`config.mk`:
```
export PLATFORM = sky130hd
export DESIGN_NAME = mux_rr_arbiter
export DESIGN_NICKNAME = d
export VERILOG_FILES = /design/src/rtl/mux_rr_arbiter.sv
export SDC_FILE = /design/constraint.sdc
export NUM_CORES = 1
export LEC_CHECK = 0
export CAP_MARGIN = 0
export CORE_AREA = 2 2 57 59
export DETAILED_ROUTE_END_ITERATION = 8
export DIE_AREA = 0 0 59 61
export DONT_BUFFER_PORTS = 1
export PLACE_DENSITY = 0.5
export SKIP_LAST_GASP = 1
export SLEW_MARGIN = 20
export SYNTH_ARGS = -nofsm -noshare
export SYNTH_HDL_FRONTEND = slang
export SYNTH_SLANG_ARGS = --single-unit
```
`constraint.sdc`:
```
create_clock -name clk -period 2.2 [get_ports clk]
set_input_delay 0.66 -clock clk [delete_from_list [all_inputs] [get_ports clk]]
set_output_delay 0.66 -clock clk [all_outputs]
set_load 0.03 [all_outputs]
```
`src/rtl/mux_rr_arbiter.sv`:
```
// Two-input round-robin arbiter with burst limit feeding a registered
// output stage; one transfer per cycle when downstream is ready.
module mux_rr_arbiter #(
  parameter int WIDTH = 8,
  parameter int BURST = 4
) (
  input  logic             clk,
  input  logic             rst_n,
  input  logic             a_valid,
  input  logic [WIDTH-1:0] a_data,
  output logic             a_ready,
  input  logic             b_valid,
  input  logic [WIDTH-1:0] b_data,
  output logic             b_ready,
  output logic             y_valid,
  output logic [WIDTH-1:0] y_data,
  output logic             y_sel,
  input  logic             y_ready
);

  typedef enum logic [1:0] {
    IDLE,
    SERVE_A,
    SERVE_B
  } state_t;

  localparam int CW = $clog2(BURST + 1);
  localparam logic [CW-1:0] CMAX = CW'(BURST);
  localparam logic [CW-1:0] ONE = CW'(1);

  state_t           state_q, state_d;
  logic [CW-1:0]    cnt_q, cnt_d;
  logic             last_a_q, last_a_d;
  logic             y_valid_q, y_valid_d;
  logic [WIDTH-1:0] y_data_q, y_data_d;
  logic             y_sel_q, y_sel_d;

  logic gnt_a, gnt_b;
  logic below;
  logic load_en;
  logic xfer_a, xfer_b;

  assign below   = cnt_q < CMAX;
  assign load_en = !y_valid_q || y_ready;

  always_comb begin
    gnt_a = 1'b0;
    gnt_b = 1'b0;
    unique case (state_q)
      IDLE: begin
        if (a_valid && b_valid) begin
          gnt_a = !last_a_q;
          gnt_b = last_a_q;
        end else begin
          gnt_a = a_valid;
          gnt_b = b_valid;
        end
      end
      SERVE_A: begin
        if (a_valid && (below || !b_valid)) gnt_a = 1'b1;
        else gnt_b = b_valid;
      end
      SERVE_B: begin
        if (b_valid && (below || !a_valid)) gnt_b = 1'b1;
        else gnt_a = a_valid;
      end
      default: ;
    endcase
  end

  // Ready is gated by rst_n so nothing handshakes while reset is held.
  assign xfer_a  = rst_n && load_en && gnt_a;
  assign xfer_b  = rst_n && load_en && gnt_b;
  assign a_ready = xfer_a;
  assign b_ready = xfer_b;

  always_comb begin
    state_d   = state_q;
    cnt_d     = cnt_q;
    last_a_d  = last_a_q;
    y_valid_d = y_valid_q;
    y_data_d  = y_data_q;
    y_sel_d   = y_sel_q;
    if (load_en) begin
      y_valid_d = xfer_a || xfer_b;
      if (xfer_a) begin
        y_data_d = a_data;
        y_sel_d  = 1'b1;
        if (state_q == SERVE_A) begin
          cnt_d = below ? cnt_q + ONE : ONE;
        end else begin
          state_d  = SERVE_A;
          cnt_d    = ONE;
          last_a_d = 1'b1;
        end
      end else if (xfer_b) begin
        y_data_d = b_data;
        y_sel_d  = 1'b0;
        if (state_q == SERVE_B) begin
          cnt_d = below ? cnt_q + ONE : ONE;
        end else begin
          state_d  = SERVE_B;
          cnt_d    = ONE;
          last_a_d = 1'b0;
        end
      end else begin
        state_d = IDLE;
        cnt_d   = '0;
      end
    end
  end

  always_ff @(posedge clk or negedge rst_n) begin
    if (!rst_n) begin
      state_q   <= IDLE;
      cnt_q     <= '0;
      last_a_q  <= 1'b0;
      y_valid_q <= 1'b0;
      y_data_q  <= '0;
      y_sel_q   <= 1'b0;
    end else begin
      state_q   <= state_d;
      cnt_q     <= cnt_d;
      last_a_q  <= last_a_d;
      y_valid_q <= y_valid_d;
      y_data_q  <= y_data_d;
      y_sel_q   <= y_sel_d;
    end
  end

  assign y_valid = y_valid_q;
  assign y_data  = y_data_q;
  assign y_sel   = y_sel_q;

endmodule
```
==> reports/results.tsv <==
metric	value	unit
netlist.area_leader.share	46.6	%
startpoint_type	register	
final_hold_viol_count	0	
p_sw_share	42.0	%
gp_congestion	0.744	
power.clock.fraction	16.1	%
clkLatencyLatePin	280	ps
initial_core_util	29.1	%
ys_seq_area_share	46.6	%
grt_max_degree	20	
clock_path_buffers	2	
avgSynthCellArea	9.77	µm²
seqPwrFrac	53.1	%
die_area	3600	µm²
setup_viol	1	
vias	682	
ys.flop_type	dfrtp_1	
p_per_area	1100	nW/µm²
diodes	0	
min_path_type	in2async	
rows	20	
rsz0062_at_grt	true	
die_h	61	µm
cts-root-buf	clkbuf_4	
fin_skew	3.52	ps
synth_top_area_cell	dfrtp_1	
route.detailed.wl_per_inst	14.0	µm
mostFrequentLayoutCell	dfrtp_1	
p_int	668	µW
final_cell_mix	dfrtp_1 (15), nor2_1 (11), a21oi_1 (9), buf_4 (9), mux2i_1 (8)	
ir_drop	0.000413	V
cap_violations	0	
cts_buffers	3	
multi_input_area	433	µm²
critical_path_class	reg2out	
end_kind	primary output	
leakagePower	0.510	nW
netlist_area	860	µm²
hpwl	1320	µm
layout-drive-gt1-share	28.7	%
die_w	59	µm
grt_usage	11.7	%
first_iter_violations	12	
synth_cells	88	
post-route-period-util	100	%
cp_data_required_time	1540	ps
regArea	402	µm²
antenna_found_initial	0	
whs	64.3	ps
combPwrFrac	30.7	%
drv_slew	0	
synth_edf_count	0	
io_pins	33	
final.setup.tns	-3.14	ps
viasPerCell	5.09	
crit_fanout	4	
fillers	313	
finalNetCount	124	
cts_sinks	16	
ys_types	29	
grt_pass1_wl	3160	µm
synth-async-reset-ratio	100	%
worstMarginPinSlew	336	ps
status	complete, but fails checks	
synthTopCellsByArea	dfrtp_1 (47%), mux2i_1 (9.3%), a21oi_1 (5.2%)	
ys_ff_latch	16	
htreeDepth	1	
coreArea	2950	µm²
clkSlewWorstSetupHoldPaths	90	ps
drc	0	
yosys_warnings	0	
drtPass1Iterations	4	
syn_nets	110	
port_buffers	0	
slew-limit-headroom	77.4	%
cts_hold_buf	0	
grt_pass1_vias	726	
max_clock_freq	454	MHz
totalWireLength	1880	µm
finalCriticalPeriod	2200	ps
power.switching	483	µW
grt-ovfl-total	0	
cts_tree	yes	
violations	negative setup slack	
setup_ws	-3.14	ps
crit_arrival	1540	ps
drtAntennaViolNets	0	
syn_to_final_growth	21.7	%
==> repair_timing <==
action / CTS / global route
pin swaps: 1 / 1
setup buffers: 5 / 1
gates resized for setup: 7 / 4
setup endpoints to repair: 2 / 2
==> cells in the mapped netlist (2+ instances only) <==
library cell  count
o211ai_1          2
nand2_1           7
clkbuf_1          2
inv_2             2
a21oi_1           9
nor2_1           11
o21ai_0           4
nor2b_1           2
nand2b_1          2
dfrtp_1          16
inv_1             6
mux2i_1           8
==> state kept, by name (all words and copies together) (netlist names) <==
name	cells
y_data	8
y_sel	1
y_valid	1
last_a_q	1
state_q	2
cnt_q	3
==> layer usage <==
metal | vias up | part of all wire (%) | GRT usage, %
met5 | - | 0 | 0
met3 | 4 | 8.1 | 2.99
met1 | 317 | 42 | 14.4
li1 | 330 | - | -
met4 | 0 | 1.7 | 5.84
met2 | 31 | 48 | 19.2
==> power groups by stage <==
stage               clock, mW  combinational, mW  sequential, mW
floorplan                   0              0.225           0.607
global placement            0              0.278           0.615
detailed placement          0              0.290           0.614
CTS                     0.195              0.340           0.610
global route            0.209              0.393           0.626
finish                  0.185              0.354           0.612
==> critical path, stage by stage (launching register included) <==
cell,delay (ps)
dfrtp_2,440
mux2_4,290
a31oi_4,150
o211ai_1,150
inv_1,100
buf_6,130
==> path summary, 6_finish.rpt <==
check                                         endpoint  cells after the start                   start  slack, ps
worst max-delay path                           a_ready                      5  state_q[1]$_DFFE_PN0P_         -3
worst min-delay path             y_data[6]$_DFFE_PN0P_                      0                   rst_n         60
worst max register to register    cnt_q[2]$_DFFE_PN0N_                      8  state_q[1]$_DFFE_PN0P_        210
worst min register to register    cnt_q[1]$_DFFE_PN0N_                      2    cnt_q[1]$_DFFE_PN0N_        500
max in group asynchronous       state_q[1]$_DFFE_PN0P_                      0                   rst_n       2050
min in group clk                  cnt_q[1]$_DFFE_PN0N_                      2    cnt_q[1]$_DFFE_PN0N_        500
==> per-stage QoR <==
step | instances | worst slack [ps] | total power [mW] | cell area (µm²) | utilization [%]
finish | 134 | -3.14 | 1.15 | 1050 | 35.4
global route | 134 | -88.4 | 1.23 | 1050 | 35.4
CTS | 133 | -15.9 | 1.15 | 1030 | 34.7
detailed placement | 124 | 142 | 0.904 | 923 | 31.3
global placement | 124 | 151 | 0.893 | 923 | 31.3
floorplan | 88 | 59.6 | 0.832 | 861 | -
==> cell families after synthesis <==
kind of cell	count (synthesis)	share of synthesized area, %
AND/OR/NAND/NOR	27	14.7
AO/OA/AOI/OAI	24	20.5
flip-flops	16	46.6
buffers and inverters	11	6.11
multiplexers	9	10.6
adder cells (fa/ha/maj)	1	1.46
==> area by class of cell <==
class	instances	area share (%)
clock buffers	4	3.47
inverters	8	3.11
multi-input cells	61	41.4
flip-flops and latches	16	38.4
well taps	33	3.95
repair buffers	12	9.69
No activity file was read; power rests on OpenSTA's default activity.
